**src/rtl/serial_adder_pkg.sv**
```systemverilog
// Shared types for the bit-serial adder.
package serial_adder_pkg;

  // Operation sequencing: accept operands, run one bit per clock, then present the result.
  typedef enum logic [1:0] {
    S_IDLE,
    S_RUN,
    S_DONE
  } state_e;

endpackage

```
**src/rtl/full_adder.sv**
```systemverilog
// Single-bit full adder built from two half adders plus an OR of their carries.
module full_adder (
  input  logic a,
  input  logic b,
  input  logic cin,
  output logic sum,
  output logic cout
);

  logic s1;
  logic c1;
  logic c2;

  half_adder u_ha0 (
    .a    (a),
    .b    (b),
    .sum  (s1),
    .carry(c1)
  );

  half_adder u_ha1 (
    .a    (s1),
    .b    (cin),
    .sum  (sum),
    .carry(c2)
  );

  // Both half adders can never carry at once, so OR is sufficient.
  assign cout = c1 | c2;

endmodule

```
**src/rtl/half_adder.sv**
```systemverilog
// Single-bit half adder: sum and carry of two input bits.
module half_adder (
  input  logic a,
  input  logic b,
  output logic sum,
  output logic carry
);

  assign sum   = a ^ b;
  assign carry = a & b;

endmodule

```
**src/rtl/serial_adder.sv**
```systemverilog
// Bit-serial unsigned adder: adds two WIDTH-bit operands LSB-first, one bit per clock,
// through a single full-adder cell with a registered carry.
module serial_adder
  import serial_adder_pkg::*;
#(
  parameter int unsigned WIDTH = 8
) (
  input  logic             clk,
  input  logic             rst_n,
  input  logic             start,
  input  logic [WIDTH-1:0] a,
  input  logic [WIDTH-1:0] b,
  output logic             busy,
  output logic             done,
  output logic [WIDTH-1:0] sum,
  output logic             carry_out
);

  localparam int unsigned CntW = $clog2(WIDTH + 1);
  localparam logic [CntW-1:0] LastBit = CntW'(WIDTH - 1);

  state_e           state_q;
  logic [WIDTH-1:0] a_sr;
  logic [WIDTH-1:0] b_sr;
  logic [WIDTH-1:0] res_sr;
  logic             carry_q;
  logic [CntW-1:0]  cnt_q;
  logic [WIDTH-1:0] sum_q;
  logic             carry_out_q;
  logic             done_q;

  logic             fa_s;
  logic             fa_co;
  logic [WIDTH-1:0] res_next;
  logic             last_bit;

  full_adder u_fa (
    .a   (a_sr[0]),
    .b   (b_sr[0]),
    .cin (carry_q),
    .sum (fa_s),
    .cout(fa_co)
  );

  // Result shift register input: new bit enters at the MSB so bit 0 lands at index 0 at the end.
  if (WIDTH == 1) begin : g_res_w1
    assign res_next = fa_s;
  end else begin : g_res_wn
    assign res_next = {fa_s, res_sr[WIDTH-1:1]};
  end

  assign last_bit = (cnt_q == LastBit);

  // FSM, datapath registers and registered outputs.
  always_ff @(posedge clk or negedge rst_n) begin
    if (!rst_n) begin
      state_q     <= S_IDLE;
      a_sr        <= '0;
      b_sr        <= '0;
      res_sr      <= '0;
      carry_q     <= 1'b0;
      cnt_q       <= '0;
      sum_q       <= '0;
      carry_out_q <= 1'b0;
      done_q      <= 1'b0;
    end else begin
      unique case (state_q)
        S_IDLE: begin
          done_q <= 1'b0;
          if (start) begin
            a_sr    <= a;
            b_sr    <= b;
            res_sr  <= '0;
            carry_q <= 1'b0;
            cnt_q   <= '0;
            state_q <= S_RUN;
          end
        end
        S_RUN: begin
          carry_q <= fa_co;
          a_sr    <= a_sr >> 1;
          b_sr    <= b_sr >> 1;
          res_sr  <= res_next;
          cnt_q   <= cnt_q + CntW'(1);
          if (last_bit) begin
            // Publish the result including the bit computed this cycle.
            sum_q       <= res_next;
            carry_out_q <= fa_co;
            done_q      <= 1'b1;
            state_q     <= S_DONE;
          end
        end
        S_DONE: begin
          done_q  <= 1'b0;
          state_q <= S_IDLE;
        end
        default: begin
          state_q <= S_IDLE;
        end
      endcase
    end
  end

  assign busy      = (state_q != S_IDLE);
  assign done      = done_q;
  assign sum       = sum_q;
  assign carry_out = carry_out_q;

endmodule

```
**config.mk**
```make
export PLATFORM = sky130hd
export DESIGN_NAME = serial_adder
export DESIGN_NICKNAME = d
export VERILOG_FILES = /design/src/rtl/serial_adder_pkg.sv /design/src/rtl/full_adder.sv /design/src/rtl/half_adder.sv /design/src/rtl/serial_adder.sv
export SDC_FILE = /design/constraint.sdc
export NUM_CORES = 1
export LEC_CHECK = 0
export CAP_MARGIN = 40
export CORE_MARGIN = 3
export CORE_UTILIZATION = 45
export DETAILED_ROUTE_END_ITERATION = 12
export PLACE_DENSITY = 0.76
export SLEW_MARGIN = 20
export SYNTH_ARGS = -nofsm -noshare
export SYNTH_HDL_FRONTEND = slang
export SYNTH_SLANG_ARGS = --single-unit
```
**constraint.sdc**
```tcl
create_clock -name clk -period 1.7 [get_ports clk]
set_clock_uncertainty 0.15 [all_clocks]
set_input_delay 0.51 -clock clk [delete_from_list [all_inputs] [get_ports clk]]
set_output_delay 0.51 -clock clk [all_outputs]
set_load 0.1 [all_outputs]
```
* Word level (Yosys, flattened, before mapping)
Index checks and enable logic that the tools add are counted.
** Storage, ports and cells
- Bits in registers :: 41
- Input bits :: 19
- Logic and storage cells :: 44
** Cells by class
- Add/sub/neg operators :: 1
- Eq/ne operators :: 5
- Muxes and demuxes :: 15
- Bitwise operators :: 5
- Reduce and logical (&&, ||, !) cells :: 9
** Operators with widths (count)
- 8-bit one-hot mux with 2 select lines :: 3
- 8-bit 2-to-1 mux :: 3
- 4-bit one-hot mux with 2 select lines :: 1
- 2-bit AND reduction :: 4
- 2-bit nonzero test :: 3
- 4-bit by 1-bit adder with 4-bit output, second input constant :: 1
- 4-bit by 3-bit equality test with 1-bit output, second input constant :: 1
- 2-bit 2-to-1 mux :: 2
- 4-bit 2-to-1 mux :: 1
- 2-bit != test, second input constant :: 2
- 1-bit one-hot mux with 2 select lines :: 2
- 2-bit one-hot mux with 2 select lines :: 1
- 1-bit AND :: 2
- 2-bit by 1-bit equality test with 1-bit output, second input constant :: 1
- 2-bit equality test, second input constant :: 1
- 2-bit zero test :: 1
- 1-bit 2-to-1 mux :: 2
- 2-bit OR reduction :: 1
- 1-bit XOR :: 2
- 1-bit bitwise OR :: 1

* Depth between registers and ports, before layout
Gate-level depths: netlist of the first run.
- Depth in word-level cells :: 4
- Mapped depth :: 5
- Depth with buffers taken out :: 4

* Modules after synthesis
A second synthesis of the first run with hierarchy kept.
** Unflattened totals
- Cell total of the unflattened synthesis :: 156
- Area total of the unflattened synthesis :: 1789.2 sq um
** By module, submodules not included
- serial_adder :: instances 1, cells each 153, area an instance 1757.9 sq um, sequential area each 1001.0 sq um
- half_adder :: instances 2, cells each 1, area an instance 12.5 sq um, sequential area each 0.0 sq um
- full_adder :: instances 1, cells each 1, area an instance 6.3 sq um, sequential area each 0.0 sq um

* Least setup slack after synthesis of the first run
OpenSTA, ideal clock, no wires.
- Path kind :: reg2out
- Start point :: reg state_q[1]
- End point :: out busy
- Data arrival time :: 1.285 ns
- Required time :: 1.040 ns
- Setup slack :: -0.245 ns
- Cell stages (with the launch flop) :: 4
- Path buffers :: 2
- Cell sequence :: dfrtp_1 > buf_2 > clkbuf_1 > or2_2
** Between the ends
- Cells in the longest elaborated chain, start to end :: 1
** RTL lines
- from (decl) :: RTL line serial_adder.sv:22 : state_e state_q;
- from (signal assigned) :: RTL line serial_adder.sv:57 : state_q <= S_IDLE;
- from (signal assigned) :: RTL line serial_adder.sv:76 : state_q <= S_RUN;
- from (signal assigned) :: RTL line serial_adder.sv:90 : state_q <= S_DONE;
- 2-bit nonzero test :: RTL line serial_adder.sv:104 : assign busy = (state_q != S_IDLE);
- to (decl) :: RTL line serial_adder.sv:13 : output logic busy,
Every way passes these cells.

* Worst setup path in the final report of the first run
- Start point :: reg state_q[0]
- End point :: out busy
Same word-level chain as after synthesis.

==> summary.txt, run 1 <==
Worst setup path
  • Crit path max-delay cell type: dfrtp_1
  • Critical path, cell by cell: or2_4 > buf_12
  • Worst setup EP type: output port
  • Critical Path AT: around 1.1 ns
  • Max Fanout on Critical Path: 2
  • Kind of critical path: reg -> out
  • Worst setup SP type: flop
  • Worst path max stage delay: roughly 0.38 ns
  • Required time worst endpoint: about 1.0 ns

Synth
  • Yosys cell types: 25
  • Compound-Gate Fraction of Synth Area: between 20 and 25%
  • Mux cell area share after synthesis: 6.33%
  • Net Count, Synth: around 180
  • Post-synthesis adder-cell area fraction: ~1.8%
  • Synthesis warning total: 0
  • Largest family of logic cells by synthesized area: compound AO/OA/AOI/OAI gates
  • Syn Area/Cell: approximately 12 µm²
  • Simple-gate share of the synthesized area: a little over 10%
  • Post-synthesis cell area: approximately 1800 µm²
  • Flops & latches, synth: 40
  • Post-Syn Instances: about 150
  • Synth Area in XOR/XNOR: 0%
  • Register area share after synthesis: a little under three fifths

Drt
  • DRT antenna net count: 0
  • Total Wirelength: roughly 4100 µm
  • Vias per cell: about 5.5
  • Vias: approximately 1400
  • Pre-antenna DRT Iters: 4
  • Initial DRC Count: around 140
  • WL/cell: between 15 and 20 µm
  • DRC: 0

STA
  • Worst relative slew slack: approximately four fifths
  • Setup violators final: 1
  • Final Hold Vio Count: 0
  • Post-layout min period: 1.75 ns
  • WHS: 0.0305 ns
  • Tcrit/Tclk final: 103%
  • Unrepaired setup endpoints after global routing: true
  • F_max: around 0.57 GHz
  • Fin. max-slew vios: 0
  • Final setup TNS: -0.0542 ns
  • Final worst slack: -0.0542 ns
  • Worst-Margin Slew: 0.287 ns

Cells and area
  • Layout cells sized above 1: between 20% and 30%
  • Nets@finish: around 220
  • Diode count: 0
  • Final non-filler cell total: between 200 and 250
  • Final Core Density: approximately 67%
  • Area Growth Syn to Fin: 40.0%
  • Layout Cell Area excl Fill: roughly 2500 µm²
  • Commonest non-fill, non-tap cells in the layout: dfrtp_1 (40), a21oi_1 (17), clkdlybuf4s50_1 (17)
  • Most common cell after layout, fill and taps aside: dfrtp_1

Power
  • P per Cell Area: about 2000 nW/µm²
  • Final Power: just over 5 mW
  • Leak: approximately 1.1 nW
  • VDD IR-drop max: roughly 1300 µV

Floorplanning
  • Total die area: about 4700 µm²
  • Starting Density: about 47%
  • Die Wd: 68.9 µm
  • Boundary Pins: 30
  • Floorplan die height: 68.9 µm
  • Rows: 22
  • Core ar.: between 3000 and 4000 µm²

Global routing
  • First-pass GRT wire length: 6510 µm
  • Initial antenna violation count: 0
  • Vias in the first global route: around 1400
  • GR Overflow Total: 0
  • Pin count of the biggest net entering global routing: 41
  • Gr usage total: 18.9%

Placement
  • Dpl ws: -0.263 ns
  • Routability congestion estimate: ~0.84
  • Post-DP Area: between 2000 and 2500 µm²
  • # port buffers: 29
  • Hpwl dp: about 2600 µm
  • Inst Count DP: 230

Status
  • Failing checks: setup timing
  • Outcome: complete, but fails checks

Job
  • Max-cap violations: 0

CTS
  • Clock transition at path regs: 0.08 ns
  • Clock latency on the worst-skew pair: 0.29 ns
  • Maximum root-to-sink buffer count: 2
  • Clk sinks: 40
  • Hold-fix buffers at CTS: 0
  • CTS tree: built
  • Clock root cell: clkbuf_8
  • Num CTS Buffers: 5
  • # H-tree levels: 2

Hold path
  • HP Class: in -> async
-- timing repair --
action / 4_1_cts / 5_1_grt
setup buffers: 2 / 4
resized for setup: 0 / 24
pin swaps: 1 / 1
cloned: 0 / 2
endpoints found under the setup margin: 1 / 19
-- cell usage after synthesis, drive strengths merged --
cell,count,share of area [%]
dfrtp,40,56
o311ai,1,0.49
o21bai,1,0.42
nor2,2,0.42
a22o,10,4.9
or2,1,0.35
a22oi,14,5.9
nand2b,1,0.35
nand2,5,1.1
o21ai,17,4.8
nor2b,11,3.9
clkbuf,5,1.1
a21oi,17,4.8
nand3,2,0.56
buf,6,2.5
ha,1,0.70
fa,1,1.1
a21o,1,0.42
mux2,10,6.3
nor3,1,0.56
and2b,7,3.0
-- critical path: cells and delay by family (launching register included) --
| family | cells | cell delay (ns) |
|---|---|---|
| flip-flops | 1 | 0.38 |
| buffers and inverters | 1 | 0.16 |
| AND/OR/NAND/NOR | 1 | 0.26 |
-- flip-flops by register name, summed over array words and instances, names as in the netlist --
name	cells
a_sr	8
b_sr	8
carry_out	1
carry_q	1
cnt_q	4
done	1
res_sr	7
state_q	2
sum	8
-- metal layers --
layer | vias to the layer above | global-route usage [%] | share of wire, %
li1 | 643 | - | -
met1 | 668 | 23.5 | 42
met2 | 43 | 31.5 | 51
met3 | 4 | 5.83 | 6.7
met4 | 0 | 5.35 | 0.80
met5 | - | 0 | 0
-- final timing paths --
kind,start,end,slack (ns),cells past startpoint
worst max-delay path,state_q[0],busy,-0.05,2
worst min-delay path,rst_n,a_sr[1],0.03,2
worst max register to register,cnt_q[0],sum[4],0.06,5
worst min register to register,res_sr[1],res_sr[1],0.37,1
max in group asynchronous,rst_n,b_sr[1],1.18,2
min in group clk,res_sr[1],res_sr[1],0.37,1
-- area by class of cell --
type	count	area, µm²
fill	295	1250
sequential	40	1000
multi-input combinational	103	761
timing repair buffer	47	571
clock buffer	6	82.6
tap	48	60.1
clock inverter	2	15.0
-- cell families (layout without fill, tap and decap cells) --
family,after synthesis,after routing
fa+ha+maj,2,2
buf+inv,11,55
flops,40,40
simple gates,30,30
mux,10,10
compound gates,61,61
-- power by group --
part           total (mW)  internal [mW]  switching (mW)
clock               0.659          0.328           0.331
combinational        2.69           1.18            1.51
sequential           1.68           1.33           0.350
(Power assumes the default switching activity.)
==> run 2: changes to the inputs <==
--- a/config.mk
+++ b/config.mk
@@ -7,9 +7,9 @@
 export LEC_CHECK = 0
 export CAP_MARGIN = 40
 export CORE_MARGIN = 3
-export CORE_UTILIZATION = 45
+export CORE_UTILIZATION = 52
 export DETAILED_ROUTE_END_ITERATION = 12
-export PLACE_DENSITY = 0.76
+export PLACE_DENSITY = 0.85
 export SLEW_MARGIN = 20
 export SYNTH_ARGS = -nofsm -noshare
 export SYNTH_HDL_FRONTEND = slang
==> run 2 against run 1 <==
The run still ends with setup timing left. Non-clock buffer count increased by 1. Clock-buffer cell count did not move. Sequential share of layout area grew 0.45 points. Largest power group unchanged. Die area is 12% lower. Register-to-register slack got worse by 0.05 ns. Largest cell class unchanged. Total power fell by 3.4%. Global-route usage is 2.0 points higher.
==> summary.txt, run 2 (synthesis gave the netlist of run 1 again) <==
Status
  • Outcome: complete, but fails checks (unchanged)
  • Failing checks: setup timing (unchanged)

Worst setup path
  • Crit path to: busy (unchanged)
  • Setup crit start: state_q[0] (unchanged)
  • Worst path max stage delay: 0.40 ns (was 0.38 ns)
  • Register-to-register setup slack: 0.01 ns (was 0.06 ns)
  • Required time worst endpoint: 1.04 ns (about the same)
  • Max Fanout on Critical Path: 2 (unchanged)
  • Critical path, cell by cell: or2_4 > buf_12 (unchanged)
  • Worst R2R Path Depth: 5 (unchanged)
  • Crit path max-delay cell type: dfrtp_1 (unchanged)
  • FF-to-FF Start: state_q[1] (was cnt_q[0])
  • Reg2reg end: sum[6] (was sum[4])
  • Worst setup EP type: output port (unchanged)
  • Worst setup SP type: flop (unchanged)
  • Critical Path AT: 1.17 ns (was 1.09 ns)
  • Kind of critical path: reg -> out (unchanged)

STA
  • F_max: 0.546 GHz (was 0.570 GHz)
  • WHS: 0.370 ns (was 0.0305 ns)
  • Final Hold Vio Count: 0 (unchanged)
  • Post-layout min period: 1.83 ns (was 1.75 ns)
  • Final setup TNS: -0.131 ns (was -0.0542 ns)
  • Unrepaired setup endpoints after global routing: true (unchanged)
  • Final worst slack: -0.131 ns (was -0.0542 ns)
  • Worst relative slew slack: 70.9% (was 80.6%)
  • Setup violators final: 1 (unchanged)
  • Tcrit/Tclk final: 108% (was 103%)
  • Fin. max-slew vios: 0 (unchanged)
  • Worst-Margin Slew: 0.436 ns (was 0.287 ns)

Cells and area
  • Final Core Density: 78.1% (was 66.5%)
  • Diode count: 0 (unchanged)
  • Layout cells sized above 1: 27.3% (was 28.3%)
  • Area Growth Syn to Fin: 38.5% (was 40.0%)
  • Commonest non-fill, non-tap cells in the layout: dfrtp_1 (40), a21oi_1 (17), clkdlybuf4s50_1 (17) (unchanged)
  • Nets@finish: 219 (was 218)
  • Most common cell after layout, fill and taps aside: dfrtp_1 (unchanged)
  • Final non-filler cell total: 242 (was 246)

Floorplanning
  • Floorplan die height: 64.5 µm (was 68.9 µm)
  • Total die area: 4160 µm² (was 4740 µm²)
  • Starting Density: 56.4% (was 47.5%)
  • Core ar.: 3150 µm² (was 3740 µm²)
  • Rows: 20 (was 22)
  • Die Wd: 64.5 µm (was 68.9 µm)
  • Boundary Pins: 30 (unchanged)

Drt
  • DRT antenna net count: 0 (unchanged)
  • Vias per cell: 5.71 (was 5.52)
  • Pre-antenna DRT Iters: 4 (unchanged)
  • DRC: 0 (unchanged)
  • Total Wirelength: 4020 µm (was 4130 µm)
  • Initial DRC Count: 129 (was 144)
  • WL/cell: 16.6 µm (was 16.8 µm)
  • Vias: 1382 (was 1358)

CTS
  • Clk sinks: 40 (unchanged)
  • Num CTS Buffers: 5 (unchanged)
  • CTS tree: built (unchanged)
  • Clock root cell: clkbuf_4 (was clkbuf_8)
  • Maximum root-to-sink buffer count: 2 (unchanged)
  • Clock transition at path regs: 0.11 ns (was 0.08 ns)
  • # H-tree levels: 2 (unchanged)
  • Clock latency on the worst-skew pair: 0.35 ns (was 0.29 ns)

Power
  • Combinational cell fraction of total power: 56.4% (was 53.5%)
  • Leak: 1.11 nW (about the same)
  • P per Cell Area: 1970 nW/µm² (was 2020 nW/µm²)
  • Clock power frac: 9.1% (was 13.1%)
  • VDD IR-drop max: 1510 µV (was 1290 µV)
  • Pint: 2.69 mW (was 2.83 mW)
  • Sequential fraction of design power: 34.5% (was 33.4%)
  • Net Sw Power: 2.17 mW (was 2.20 mW)
  • Switching Share: 44.6% (was 43.7%)

Placement
  • Routability congestion estimate: 0.845 (was 0.839)
  • Inst Count DP: 227 (was 230)
  • Hpwl dp: 2660 µm (was 2640 µm)
  • # port buffers: 29 (unchanged)

Global routing
  • Gr usage total: 20.9% (was 18.9%)
  • Pin count of the biggest net entering global routing: 24 (was 41)
  • Vias in the first global route: 1388 (was 1367)
  • First-pass GRT wire length: 6640 µm (was 6510 µm)
  • GR Overflow Total: 0 (unchanged)
  • Initial antenna violation count: 0 (unchanged)

Hold path
  • HP Class: reg -> reg (was in -> async)
  • Worst hold path startpoint: cnt_q[0]

Job
  • Max-cap violations: 0 (unchanged)
[run 2: metrics by stage]
step	setup WS (ns)	total power, mW	area (µm²)
floorplan	0.00226	3.25	1800
global placement	-0.154	4.04	2270
detailed placement	-0.232	4.13	2270
CTS	-0.142	4.62	2350
global route	-0.186	5.14	2460
finish	-0.131	4.86	2460
[run 2: worst min-delay path by stage]
stage | cells after the start | slack [ns] | end
floorplan | 0 | 0.06 | a_sr[0]
global placement | 1 | 0.31 | a_sr[7]
detailed placement | 1 | 0.33 | a_sr[7]
CTS | 1 | 0.37 | res_sr[1]
global route | 1 | 0.41 | res_sr[1]
finish | 1 | 0.37 | cnt_q[0]
[run 2: area by class of cell]
type	instances	area, µm²
fill	207	691
tap	44	55.1
sequential	40	1000
clock buffer	6	41.3
multi-input combinational	103	776
clock inverter	1	5.00
timing repair buffer	48	584
[run 2: per-layer routing]
layer | vias up | GRT usage, % | share of wire, %
li1 | 644 | - | -
met4 | 0 | 8.18 | 2.1
met1 | 688 | 27.1 | 43
met3 | 7 | 7.11 | 6.4
met5 | - | 0 | 0
met2 | 43 | 32.3 | 48
[run 2: power by group through the flow]
stage | sequential (mW) | combinational, mW | clock, mW
6_report | 1.68 | 2.74 | 0.443
5_1_grt | 1.72 | 2.92 | 0.503
4_1_cts | 1.66 | 2.50 | 0.462
3_5_place_dp | 1.67 | 2.45 | 0
3_3_place_gp | 1.65 | 2.39 | 0
2_1_floorplan | 2.23 | 1.03 | 0
[run 2: worst max-delay path, delay by kind of cell (launching register included)]
family,cells,cell delay [ns]
buffers and inverters,1,0.16
and+or+nand+nor,1,0.26
DFF,1,0.40
[run 2: what timing repair did]
action | 4_1_cts | 5_1_grt
gates resized for setup | 1 | 24
endpoints found under the hold margin | 17 | 0
hold buffers | 1 | 0
cloned | 0 | 1
pin swaps | 2 | 1
endpoints found under the setup margin | 1 | 13
buffers inserted | 2 | 4
